<file path="src/rtl/seg_pkg.sv">
// Shared constants for the 7-segment display path.
// Segment codes are active-low, ordered {g,f,e,d,c,b,a}.
package seg_pkg;

  localparam int unsigned DIGIT_W = 4;

  localparam logic [6:0] SEG_BLANK = 7'h7F;

  localparam logic [6:0] SEG_0 = 7'h40;
  localparam logic [6:0] SEG_1 = 7'h79;
  localparam logic [6:0] SEG_2 = 7'h24;
  localparam logic [6:0] SEG_3 = 7'h30;
  localparam logic [6:0] SEG_4 = 7'h19;
  localparam logic [6:0] SEG_5 = 7'h12;
  localparam logic [6:0] SEG_6 = 7'h02;
  localparam logic [6:0] SEG_7 = 7'h78;
  localparam logic [6:0] SEG_8 = 7'h00;
  localparam logic [6:0] SEG_9 = 7'h10;

endpackage

</file>
<file path="src/rtl/bcd_to_seg.sv">
// Combinational BCD to active-low 7-segment decoder; codes above 9 are blank.
module bcd_to_seg
  import seg_pkg::*;
(
  input  logic [DIGIT_W-1:0] bcd_i,
  output logic [6:0]         seg_o
);

  // Decode one BCD digit to its segment pattern.
  always_comb begin
    seg_o = SEG_BLANK;
    unique case (bcd_i)
      4'd0:    seg_o = SEG_0;
      4'd1:    seg_o = SEG_1;
      4'd2:    seg_o = SEG_2;
      4'd3:    seg_o = SEG_3;
      4'd4:    seg_o = SEG_4;
      4'd5:    seg_o = SEG_5;
      4'd6:    seg_o = SEG_6;
      4'd7:    seg_o = SEG_7;
      4'd8:    seg_o = SEG_8;
      4'd9:    seg_o = SEG_9;
      default: seg_o = SEG_BLANK;
    endcase
  end

endmodule

</file>
<file path="src/rtl/seg_scan_driver.sv">
// Time-multiplexed N-digit 7-segment scan driver with frame-synchronous
// double-buffered loading, per-digit blink, decimal points and
// leading-zero blanking. All display outputs are registered.
module seg_scan_driver
  import seg_pkg::*;
#(
  parameter int unsigned NUM_DIGITS = 4,
  parameter int unsigned BLINK_DIV  = 100
) (
  input  logic                          clk200Hz,
  input  logic                          rst,
  input  logic [DIGIT_W*NUM_DIGITS-1:0] digits_in,
  input  logic [NUM_DIGITS-1:0]         dp_in,
  input  logic [NUM_DIGITS-1:0]         blink_mask,
  input  logic                          lz_blank_en,
  input  logic                          load,
  output logic                          load_ack,
  output logic                          frame_start,
  output logic [NUM_DIGITS-1:0]         anode,
  output logic [6:0]                    segments,
  output logic                          dp
);

  localparam int unsigned SCAN_W  = (NUM_DIGITS > 1) ? $clog2(NUM_DIGITS) : 1;
  localparam int unsigned BLINK_W = $clog2(BLINK_DIV);
  localparam logic [SCAN_W-1:0]  SCAN_LAST  = SCAN_W'(NUM_DIGITS - 1);
  localparam logic [BLINK_W-1:0] BLINK_LAST = BLINK_W'(BLINK_DIV - 1);

  logic [SCAN_W-1:0]               scan_q, scan_d;
  logic [BLINK_W-1:0]              blink_cnt_q, blink_cnt_d;
  logic                            blink_phase_q, blink_phase_d;
  logic [DIGIT_W*NUM_DIGITS-1:0]   stg_digits_q, stg_digits_d;
  logic [NUM_DIGITS-1:0]           stg_dp_q, stg_dp_d;
  logic [NUM_DIGITS-1:0]           stg_mask_q, stg_mask_d;
  logic                            pending_q, pending_d;
  logic [DIGIT_W*NUM_DIGITS-1:0]   disp_digits_q, disp_digits_d;
  logic [NUM_DIGITS-1:0]           disp_dp_q, disp_dp_d;
  logic [NUM_DIGITS-1:0]           disp_mask_q, disp_mask_d;

  logic [NUM_DIGITS-1:0]           anode_q, anode_d;
  logic [6:0]                      seg_q, seg_d;
  logic                            dp_q, dp_d;
  logic                            frame_q, frame_d;
  logic                            ack_q, ack_d;

  logic                            wrap;
  logic [DIGIT_W-1:0]              cur_digit;
  logic                            cur_dp;
  logic                            cur_mask;
  logic                            cur_lz;
  logic [NUM_DIGITS-1:0]           lz_zero;
  logic                            zero_above;
  logic                            blink_blank;
  logic [6:0]                      seg_raw;

  // Scan counter, blink timebase and the staging/display handshake.
  // The commit reads the pre-edge staging value, so a load coinciding
  // with a wrap lands in staging and waits for the following wrap.
  always_comb begin
    wrap          = (scan_q == SCAN_LAST);
    scan_d        = wrap ? '0 : scan_q + 1'b1;
    blink_cnt_d   = (blink_cnt_q == BLINK_LAST) ? '0 : blink_cnt_q + 1'b1;
    blink_phase_d = (blink_cnt_q == BLINK_LAST) ? ~blink_phase_q : blink_phase_q;

    stg_digits_d  = stg_digits_q;
    stg_dp_d      = stg_dp_q;
    stg_mask_d    = stg_mask_q;
    pending_d     = pending_q;
    disp_digits_d = disp_digits_q;
    disp_dp_d     = disp_dp_q;
    disp_mask_d   = disp_mask_q;
    ack_d         = 1'b0;

    if (wrap && pending_q) begin
      disp_digits_d = stg_digits_q;
      disp_dp_d     = stg_dp_q;
      disp_mask_d   = stg_mask_q;
      pending_d     = 1'b0;
      ack_d         = 1'b1;
    end

    if (load) begin
      stg_digits_d = digits_in;
      stg_dp_d     = dp_in;
      stg_mask_d   = blink_mask;
      pending_d    = 1'b1;
    end
  end

  // Leading-zero prefix: a digit is blankable when it and every digit
  // above it are zero; digit 0 is never included.
  always_comb begin
    lz_zero    = '0;
    zero_above = 1'b1;
    for (int unsigned k = 0; k < NUM_DIGITS - 1; k++) begin
      if (disp_digits_q[(NUM_DIGITS-1-k)*DIGIT_W +: DIGIT_W] != '0) begin
        zero_above = 1'b0;
      end
      lz_zero[NUM_DIGITS-1-k] = zero_above;
    end
  end

  // Select the attributes of the digit currently being scanned.
  always_comb begin
    cur_digit = '0;
    cur_dp    = 1'b0;
    cur_mask  = 1'b0;
    cur_lz    = 1'b0;
    anode_d   = '1;
    for (int unsigned i = 0; i < NUM_DIGITS; i++) begin
      if (scan_q == SCAN_W'(i)) begin
        cur_digit  = disp_digits_q[i*DIGIT_W +: DIGIT_W];
        cur_dp     = disp_dp_q[i];
        cur_mask   = disp_mask_q[i];
        cur_lz     = lz_zero[i];
        anode_d[i] = 1'b0;
      end
    end
  end

  bcd_to_seg u_dec (
    .bcd_i (cur_digit),
    .seg_o (seg_raw)
  );

  // Compose the next output pattern; blink blanks dp too, zero-blanking does not.
  always_comb begin
    blink_blank = blink_phase_q & cur_mask;
    seg_d       = (blink_blank || (lz_blank_en && cur_lz)) ? SEG_BLANK : seg_raw;
    dp_d        = ~(cur_dp & ~blink_blank);
    frame_d     = (scan_q == '0);
  end

  // State registers.
  always_ff @(posedge clk200Hz or posedge rst) begin
    if (rst) begin
      scan_q        <= '0;
      blink_cnt_q   <= '0;
      blink_phase_q <= 1'b0;
      stg_digits_q  <= '0;
      stg_dp_q      <= '0;
      stg_mask_q    <= '0;
      pending_q     <= 1'b0;
      disp_digits_q <= '0;
      disp_dp_q     <= '0;
      disp_mask_q   <= '0;
    end else begin
      scan_q        <= scan_d;
      blink_cnt_q   <= blink_cnt_d;
      blink_phase_q <= blink_phase_d;
      stg_digits_q  <= stg_digits_d;
      stg_dp_q      <= stg_dp_d;
      stg_mask_q    <= stg_mask_d;
      pending_q     <= pending_d;
      disp_digits_q <= disp_digits_d;
      disp_dp_q     <= disp_dp_d;
      disp_mask_q   <= disp_mask_d;
    end
  end

  // Output registers.
  always_ff @(posedge clk200Hz or posedge rst) begin
    if (rst) begin
      anode_q <= '1;
      seg_q   <= SEG_BLANK;
      dp_q    <= 1'b1;
      frame_q <= 1'b0;
      ack_q   <= 1'b0;
    end else begin
      anode_q <= anode_d;
      seg_q   <= seg_d;
      dp_q    <= dp_d;
      frame_q <= frame_d;
      ack_q   <= ack_d;
    end
  end

  assign anode       = anode_q;
  assign segments    = seg_q;
  assign dp          = dp_q;
  assign frame_start = frame_q;
  assign load_ack    = ack_q;

endmodule
</file>
<file path="config.mk">
export PLATFORM = sky130hd
export DESIGN_NAME = seg_scan_driver
export DESIGN_NICKNAME = d
export VERILOG_FILES = /design/src/rtl/seg_pkg.sv /design/src/rtl/bcd_to_seg.sv /design/src/rtl/seg_scan_driver.sv
export SDC_FILE = /design/constraint.sdc
export NUM_CORES = 1
export LEC_CHECK = 0
export CAP_MARGIN = 10
export CORE_AREA = 10 10 101 103
export CTS_CLUSTER_DIAMETER = 150
export DETAILED_ROUTE_END_ITERATION = 10
export DIE_AREA = 0 0 111 113
export GPL_TIMING_DRIVEN = 0
export PLACE_DENSITY_LB_ADDON = 0.08
export SLEW_MARGIN = 10
export SYNTH_ARGS = -nofsm -noshare
export SYNTH_HDL_FRONTEND = slang
export SYNTH_SLANG_ARGS = --single-unit
</file>
<file path="constraint.sdc">
create_clock -name clk200Hz -period 2 [get_ports clk200Hz]
set_input_delay 0.2 -clock clk200Hz [delete_from_list [all_inputs] [get_ports clk200Hz]]
set_output_delay 0.2 -clock clk200Hz [all_outputs]
set_load 0.01 [all_outputs]
</file>
Yosys cells after proc, flatten, opt, wreduce, memory -nomap -nowiden. Memories as Yosys holds them, arrays and structs flattened. Index checks and enable logic that the tools add are counted.

$add $sub $neg: 2. Equal/unequal tests: 4. Mux-type cells: 28. Bitwise operators: 5. Reductions and logical operators: 8.

Operators by type and width (count): 2-to-1 mux 1 bit (21); 2-to-1 mux 4 bit (4); 2-to-1 mux 7 bit (2); nonzero test 4 bit (3); adder 7 x 1 -> 7 bit (second input constant) (1); == test 7 bit (second input constant) (1); == test 2 bit (second input constant) (2); NOT 1 bit (3); adder 2 x 1 -> 2 bit (second input constant) (1); AND 1 bit (2); == test 2 x 1 -> 1 bit (second input constant) (1); logical AND 1 bit (2); logical NOT 2 bit (1); 2-to-1 mux 2 bit (1); nonzero test 2 bit (1); logical OR 1 bit (1).

Register bits: 73. ROM bits: 112. Input bits: 28. Output and inout bits: 14. Logic and storage cells: 63. Memories kept: 1.

Memory list: (name not given) (words 16, width 7, read ports 1, clocked after Yosys merged registers in 0, wr ports 0, RTL line bcd_to_seg.sv:12) `unique case (bcd_i)`.

Longest topological paths before layout. Gate-level depths: netlist (run 1).

Depth in word-level cells: 10. Gate-level depth with buffers: 12. Gate-level depth less buffers: 11.

Hierarchy. From an unflattened synthesis (run 1), not the netlist that was laid out.

Cell total of the unflattened synthesis: 252. Area, all modules: 3206.8 um2.

By module, submodules not included: seg_scan_driver (instances 1, cells each 219, area each 2996.6 um2, seq. area each 1841.8 um2); bcd_to_seg (instances 1, cells each 33, area each 210.2 um2, seq. area each 0.0 um2).

Worst setup path before layout (run 1). Ideal clock, no wire load.

Path kind: register to register. Start: reg scan_q[0]. End: reg seg_q[0] (netlist: segments[0]). Library setup time: 0.086 ns. Arrival: 1.955 ns. Data required time: 1.914 ns. Path slack: -0.041 ns. Stages on the path, launching flop included: 11. Path buffers: 0. Clock period less this slack: 2.041 ns. Cells stage by stage: dfrtp_1 inv_1 ha_1 nor2_2 o211ai_1 o221ai_1 inv_1 ha_1 nor2b_1 a211oi_1 o21ai_1.

Word-level cells in the longest chain between the ends: 8. Elaborated cells between the ends (all ways): 20. Those cells by class: eq/ne: 3; mux: 12; bitwise: 1; reduce/logical: 3; memory: 1.

Ends and longest elaborated chain: from (decl) (RTL line seg_scan_driver.sv:29) `logic [SCAN_W-1:0] scan_q, scan_d;`; from (signal assigned) (RTL line seg_scan_driver.sv:148) `scan_q <= scan_d;`; parallel branches: the longest is 7 deep, another holds memory (16 x 7 bit); 2-to-1 mux 7 bit (*) (RTL line seg_scan_driver.sv:129) `seg_d = (blink_blank || (lz_blank_en && cur_lz)) ? SEG_BLANK : seg_raw;`; named net seg_d[0] (RTL line seg_scan_driver.sv:41) `logic [6:0] seg_q, seg_d;`; to (signal assigned) (RTL line seg_scan_driver.sv:171) `seg_q <= seg_d;`; to (decl) (RTL line seg_scan_driver.sv:41).

Mark *: on every way through the listed nets, which the timed path passes. A chain may end at the register's enable or synchronous reset.

Worst setup path in the final report (run 1). Ends and elaborated chain as after synthesis.

==> impl_metrics.csv, run 1 <==
group,metric,value,unit
outcome,status,"finished, violations left",
outcome,violations,"setup timing",
placed_design,routabilityCongestion,0.7643,
floorplanning,fp.dieH,113,µm
power_and_ir_drop,powerDensity,826.2,nW/µm²
sta,fin_crit_sh,102.0,%
synthesis,synth_edf_count,0,
power_and_ir_drop,sw_frac_of_total,23.10,%
sta,setup_viol,2,
route,drt_iter0_drc,66,
cts,htree_levels,3,
sta,hold_viol_final,0,
synthesis,synth.avg_cell_area,13.39,µm²
setup_path,cp-end-kind,"flop",
setup_path,arrival,2.31,ns
cts,cts-root-buf,"clkbuf_8",
sta,maxSlewViolCount,0,
layout,regArea,1844,µm²
sta,fin_ws,-0.04018,ns
synthesis,ys.flop_type,"dfrtp_1",
setup_path,startpoint_type,"flop",
global_routing,grt_max_degree,38,
min_path,holdCritPathClass,"input pin to flop",
sta,setup_tns,-0.04272,ns
synthesis,synth_area,3214,µm²
synthesis,ys_ff_latch,73,
cts,clk_pin_slew,0.08,ns
synthesis,syn_inst,240,
route,drc,0,
layout,fin_nets,350,
synthesis,synthDistinctLibCells,52,
layout,drive_gt1_share,43.53,%
sta,maxSlewHeadroom,45.90,%
job,maxCapViolCount,0,
synthesis,synth-seq-area-share,57.30,%
sta,max_freq,490.2,MHz
cts,cts.sinks,73,
floorplanning,fp.dieW,111,µm
synthesis,synth_nets,278,
power_and_ir_drop,peakVddDrop,0.3983,mV
floorplanning,ios,42,
floorplanning,fp.dieArea,12540,µm²
global_routing,grt_usage,10.69,%
cts,numCtsBuffers,9,
synthesis,async_flop_share,100.0,%
route,drt_pass1_iterations,4,
route,routed_via_density,4.931,
route,vias,2081,
power_and_ir_drop,pwr-share-seq,47.5,%
cts,clk_latency,0.35,ns
global_routing,grt_pass1_wl,10980,µm
placed_design,place.detailed.hpwl,4448,µm
setup_path,r2r_cells,10,
layout,area_growth,36.05,%
floorplanning,rows,33,
setup_path,rr_startpoint,"scan_q[0]$_DFF_PP0_",
placed_design,io_buffers,40,
sta,period_needed,2.040,ns
synthesis,yosysWarnings,0,
global_routing,first_global_vias,2151,
setup_path,cp.required,2.27,ns
layout,num-fill-cells,704,
setup_path,cp_slowest_cell,"dfrtp_2",
setup_path,ff2ff_setup_slack,-0.04,ns
setup_path,slowest_delay,0.46,ns
sta,clock_skew,0.01039,ns
setup_path,path_class,"flop to flop",
setup_path,cp_max_fo,6,
sta,rsz0062_at_grt,"true",
power_and_ir_drop,intPower,2.778,mW
route,antenna_left,0,
sta,worst_pin_slew,0.8098,ns
cts,cts_tree,"yes",
setup_path,crit_top_cell,"ha_4",
power_and_ir_drop,total_power,3.613,mW
setup_path,endpoint,"segments[0]$_DFF_PP1_",
power_and_ir_drop,p_leak,1.789,nW
power_and_ir_drop,p_comb_share,13.3,%
layout,n_antenna_cell,0,
power_and_ir_drop,p_sw,0.8347,mW
cts,clk_path_buf_depth,2,
global_routing,antenna_found_initial,0,
route,wl,6653,µm
global_routing,grt-ovfl-total,0,
floorplanning,start_util,39.52,%
setup_path,critPathLaunch,"scan_q[0]$_DFF_PP0_",
power_and_ir_drop,p_clk_share,39.2,%
layout,multi_input_area,1438,µm²
setup_path,reg2reg_to,"segments[0]$_DFF_PP1_",
route,wl_per_cell,15.77,µm
setup_path,crit_chain,"buf_4 -> ha_4 -> nor2_4 -> o211ai_1 -> o221ai_4 -> inv_2 -> ha_4 -> nor2b_4 -> a211oi_2 -> o21ai_1",
floorplanning,coreArea,8134,µm²
power groups by stage:
stage / logic (mW) / registers, mW / clock network [mW]
2_1_floorplan: 0.250 / 1.73 / 0
3_3_place_gp: 0.418 / 1.74 / 0
3_5_place_dp: 0.428 / 1.74 / 0
4_1_cts: 0.446 / 1.72 / 1.45
5_1_grt: 0.527 / 1.74 / 1.51
6_report: 0.479 / 1.72 / 1.42
cells in the mapped netlist, drive strengths merged, types with 2 or more instances:
| cell | n | area [µm²] |
|---|---|---|
| a21oi | 5 | 25.02 |
| a31oi | 2 | 27.53 |
| buf | 7 | 48.79 |
| clkbuf | 2 | 7.510 |
| dfrtp | 61 | 1526 |
| dfstp | 12 | 315.3 |
| ha | 10 | 125.1 |
| inv | 13 | 48.80 |
| mux2 | 46 | 518.0 |
| nand2 | 11 | 41.29 |
| nand2b | 3 | 21.27 |
| nand3 | 7 | 35.03 |
| nand3b | 2 | 18.77 |
| nor2 | 11 | 43.80 |
| nor2b | 4 | 40.04 |
| nor3 | 3 | 20.02 |
| nor3b | 2 | 20.02 |
| nor4 | 3 | 25.02 |
| o211a | 2 | 20.02 |
| o211ai | 5 | 42.54 |
| o21ai | 9 | 45.04 |
| o221ai | 2 | 23.77 |
| xnor2 | 3 | 26.28 |
| xor2 | 3 | 26.28 |
through the flow:
stage | area [µm²] | setup WS, ns | utilization (%) | hold slack (ns) | instances
final | 4373 | -0.04018 | 53.76 | 0.3221 | 422
after global routing | 4373 | -0.1259 | 53.76 | 0.3442 | 422
after CTS | 4172 | 0.003951 | 51.28 | 0.3190 | 409
after detailed placement | 3775 | -0.2673 | 46.41 | 0.4451 | 386
after global placement | 3755 | -0.2602 | 46.16 | 0.4450 | 385
after floorplan | 3223 | -0.02051 | - | 0.3517 | 240
sequential cells by signal, indices dropped and copies added (netlist names):
signal,flops
dp,1
disp_dp_q,4
disp_digits_q,16
disp_mask_q,4
segments,7
frame_start,1
pending_q,1
stg_mask_q,4
blink_cnt_q,7
blink_phase_q,1
anode,4
stg_digits_q,16
load_ack,1
scan_q,2
stg_dp_q,4
area by class of cell:
type / count / area share (%)
clock buffer: 11 / 3.233
multi-input combinational: 145 / 32.88
sequential: 73 / 42.17
timing repair buffer: 62 / 13.79
inverter: 13 / 1.373
clock inverter: 5 / 2.346
tap: 105 / 3.004
buffer: 8 / 1.202
routing by layer:
layer | global-route usage [%] | routed length, µm
met5 | 0 | 0
met4 | 4.948 | 125
met3 | 3.275 | 307
met2 | 15.84 | 3047
met1 | 13.95 | 3173
worst max-delay path, delay by kind of cell (launching register included):
kind                     cells  cell delay, ns
AO/OA/AOI/OAI                4            0.62
flip-flops                   1            0.46
adder cells (fa/ha/maj)      2            0.36
buffers and inverters        2            0.27
AND/OR/NAND/NOR              2            0.26
placed cells by master (no fill, tap or decap), types with 2 or more instances in the layout:
| cell type | n |
|---|---|
| dfrtp_1 | 59 |
| mux2_2 | 46 |
| clkdlybuf4s50_1 | 40 |
| buf_4 | 15 |
| dfstp_2 | 12 |
| nand2_1 | 11 |
| nor2_1 | 10 |
| clkbuf_8 | 10 |
| ha_4 | 7 |
| inv_1 | 6 |
| nand3_1 | 6 |
| buf_6 | 5 |
| a21oi_1 | 5 |
| o21ai_1 | 5 |
| inv_2 | 4 |
| o211ai_1 | 4 |
| clkbuf_1 | 3 |
| buf_2 | 3 |
| nor2b_4 | 3 |
| xor2_1 | 3 |
| xnor2_1 | 3 |
| o21ai_0 | 3 |
| bufinv_16 | 3 |
| o221ai_4 | 2 |
| nand2b_1 | 2 |
| nor4_1 | 2 |
| clkinvlp_4 | 2 |
| ha_1 | 2 |
| buf_12 | 2 |
| dfrtp_2 | 2 |
repair_timing:
action,4_1_cts,5_1_grt
setup buffers,7,14
pin swaps,8,14
hold buffers,0,0
endpoints found under the setup margin,7,6
gates resized for setup,19,23
cloned,0,0
worst min path at each step:
stage                     slack [ns]                     start                           end  cells past startpoint
final                           0.32                      load       stg_dp_q[3]$_DFFE_PP0P_                      2
after floorplan                 0.35             digits_in[10]  stg_digits_q[10]$_DFFE_PP0P_                      1
after global routing            0.34                      load       stg_dp_q[3]$_DFFE_PP0P_                      2
after global placement          0.44  blink_cnt_q[0]$_DFF_PP0_      blink_cnt_q[0]$_DFF_PP0_                      1
after detailed placement        0.45  blink_cnt_q[0]$_DFF_PP0_      blink_cnt_q[0]$_DFF_PP0_                      1
after CTS                       0.32                      load       stg_dp_q[3]$_DFFE_PP0P_                      2
logic make-up after synthesis:
group / share of synthesized area [%]
adder cells (fa/ha/maj): 3.893
flip-flops: 57.30
AND/OR/NAND/NOR: 8.720
buffers and inverters: 3.270
XOR/XNOR: 1.635
AO/OA/AOI/OAI: 8.759
multiplexers: 16.43
Power figures use the tool's default switching activity.
==> run 2: changes to the inputs <==
--- a/config.mk
+++ b/config.mk
@@ -5,7 +5,7 @@
 export SDC_FILE = /design/constraint.sdc
 export NUM_CORES = 1
 export LEC_CHECK = 0
-export CAP_MARGIN = 10
+export CAP_MARGIN = 20
 export CORE_AREA = 10 10 101 103
 export CTS_CLUSTER_DIAMETER = 150
 export DETAILED_ROUTE_END_ITERATION = 10
==> results of run 2 <==
The final DEF is identical to that of run 1; final timing and power are the same.
==> run 3: changes to the inputs <==
--- a/config.mk
+++ b/config.mk
@@ -6,10 +6,10 @@
 export NUM_CORES = 1
 export LEC_CHECK = 0
 export CAP_MARGIN = 20
-export CORE_AREA = 10 10 101 103
+export CORE_AREA = 10 10 92 94
 export CTS_CLUSTER_DIAMETER = 150
 export DETAILED_ROUTE_END_ITERATION = 10
-export DIE_AREA = 0 0 111 113
+export DIE_AREA = 0 0 102 104
 export GPL_TIMING_DRIVEN = 0
 export PLACE_DENSITY_LB_ADDON = 0.08
 export SLEW_MARGIN = 10
==> run 3 against run 2 <==
Sequential power is essentially flat. Critical path depth is the same. Worst setup slack gained 0.037 ns. Power shrank 5.0%. Clock skew shrank 0.0031 ns. Final cell count shrank 6.9%. Via count shrank 0.96%. Flip-flop and latch count is the same. Global-route usage grew 1.4 points. Register-to-register slack gained 0.04 ns. The flow still finishes with violations (setup timing). Sequential share of layout area grew 1.4 points.
==> impl_metrics.csv, run 3 (synthesized netlist as in run 1, its figures left out) <==
group,metric,value,unit
setup_path,crit_family,"compound AO/OA/AOI/OAI gates",
setup_path,slowest_delay,0.44,ns
placed_design,dp_cells,362,
layout,area_growth,31.53,%
layout,layout_common_cells,"dfrtp_1, mux2_2, clkdlybuf4s50_1, buf_4, dfstp_2",
sta,period_needed,2.003,ns
setup_path,crit_chain,"ha_2 -> buf_8 -> nand2b_4 -> o22ai_4 -> a31oi_4 -> inv_2 -> ha_1 -> nor2b_2 -> a211oi_2 -> o21ai_1",
global_routing,first_global_vias,2086,
global_routing,grt_usage,12.05,%
route,topRoutingLayerUsed,"met4",
job,maxCapViolCount,0,
sta,rsz0062_at_grt,"true",
setup_path,path_class,"flop to flop",
sta,setup_viol,1,
layout,fin_nets,346,
setup_path,critPathLaunch,"scan_q[0]$_DFF_PP0_",
sta,worst_pin_slew,0.5553,ns
global_routing,grt_pass1_wl,10310,µm
cts,clk_latency,0.34,ns
route,drt_pass1_iterations,4,
outcome,violations,"setup timing",
power_and_ir_drop,peakVddDrop,0.4923,mV
setup_path,cp-end-kind,"flop",
setup_path,startpoint_type,"flop",
setup_path,rr_startpoint,"scan_q[0]$_DFF_PP0_",
setup_path,cp_max_fo,8,
global_routing,grt_max_degree,27,
power_and_ir_drop,p_leak,1.742,nW
route,antenna_left,0,
setup_path,ff2ff_setup_slack,-0.003,ns
cts,clk_path_buf_depth,2,
sta,maxSlewHeadroom,62.98,%
layout,final_cell_area,4228,µm²
sta,max_freq,499.3,MHz
layout,drive_gt1_share,42.17,%
route,wl_met2,2860,µm
power_and_ir_drop,powerDensity,811.8,nW/µm²
layout,top_regs,"disp_digits_q: 16 flops, stg_digits_q: 16 flops",
setup_path,cp.required,2.27,ns
route,wl_per_cell,15.73,µm
cts,clk_pin_slew,0.08,ns
placed_design,routabilityCongestion,0.7921,
floorplanning,rows,30,
sta,clock_skew,0.007292,ns
sta,hold_viol_final,0,
route,wl,6180,µm
route,drt-met1-wl,2961,µm
setup_path,path_buf_inv,2,
global_routing,grt-ovfl-total,0,
cts,cts_tree,"yes",
sta,maxSlewViolCount,0,
outcome,status,"finished, violations left",
floorplanning,fp.dieW,102,µm
placed_design,io_buffers,40,
sta,fin_crit_sh,100.1,%
route,drc,0,
cts,cts-root-buf,"clkbuf_8",
cts,cts.sinks,73,
floorplanning,ios,42,
floorplanning,coreArea,6681,µm²
global_routing,antenna_found_initial,0,
setup_path,cp_slowest_cell,"dfrtp_2",
setup_path,arrival,2.27,ns
cts,htree_levels,3,
floorplanning,fp.dieH,104,µm
floorplanning,fp.dieArea,10610,µm²
placed_design,place.detailed.hpwl,4416,µm
placed_design,dpl_cell_area,3764,µm²
route,met3WireLength,253,µm
floorplanning,start_util,48.11,%
layout,final_cells,393,
route,vias,2061,
layout,n_antenna_cell,0,
cts,numCtsBuffers,9,
layout,final_common_cell,"dfrtp_1",
route,drt_iter0_drc,47,
sta,fin_ws,-0.002803,ns
route,routed_via_density,5.244,
min_path,holdCritPathClass,"input pin to async pin",
run 3: cell type report:
| type | count | area [µm²] |
|---|---|---|
| Multi-Input combinational cell | 145 | 1380 |
| Fill cell | 528 | 2454 |
| Sequential cell | 73 | 1843 |
| Inverter | 13 | 60.06 |
| Clock buffer | 10 | 127.6 |
| Tap cell | 80 | 100.1 |
| Clock inverter | 6 | 92.59 |
| Timing Repair Buffer | 57 | 556.8 |
| Buffer | 9 | 67.56 |
run 3: repair_timing:
action / in CTS / in global routing
hold buffers: 0 / 0
pin swaps: 8 / 3
resized for setup: 18 / 14
endpoints found under the setup margin: 7 / 7
setup buffers: 6 / 9
run 3: path summary, 6_finish.rpt:
path | to | depth (start not counted)
min | stg_dp_q[1]$_DFFE_PP0P_ | 2
min in group clk200Hz | stg_digits_q[14]$_DFFE_PP0P_ | 2
max in group asynchronous | scan_q[0]$_DFF_PP0_ | 3
min reg2reg | blink_cnt_q[0]$_DFF_PP0_ | 1
max reg2reg | segments[0]$_DFF_PP1_ | 10
max | segments[0]$_DFF_PP1_ | 10
run 3: layer usage:
layer	up-vias	global-route usage, %
li1	985	-
met1	1029	16.14
met2	38	17.72
met3	9	3.455
met4	0	4.839
met5	-	0
run 3: power breakdown:
group | switching [mW] | internal [mW] | leakage [nW]
Combinational | 0.182 | 0.277 | 0.797
Clock | 0.554 | 0.707 | 0.103
Sequential | 0.0817 | 1.63 | 0.843
Total | 0.817 | 2.62 | 1.74
run 3: worst register-to-register path: stages, from the launching register on:
cell,delay [ns]
dfrtp_2,0.44
ha_2,0.22
buf_8,0.14
nand2b_4,0.17
o22ai_4,0.08
a31oi_4,0.19
inv_2,0.09
ha_1,0.20
nor2b_2,0.17
a211oi_2,0.16
o21ai_1,0.08
run 3: metrics by stage:
step / TNS (ns) / power [mW] / util, % / hold WS [ns] / worst slack, ns
global route: -0.4115 / 3.589 / 63.28 / 0.3031 / -0.08999
CTS: 0 / 3.463 / 61.61 / 0.2510 / 0.006477
detailed placement: -1.141 / 2.168 / 56.33 / 0.4472 / -0.2854
global placement: -1.029 / 2.150 / 55.73 / 0.4382 / -0.2658
finish: -0.002803 / 3.432 / 63.28 / 0.2471 / -0.002803
floorplan: -0.02051 / 1.980 / - / 0.3517 / -0.02051
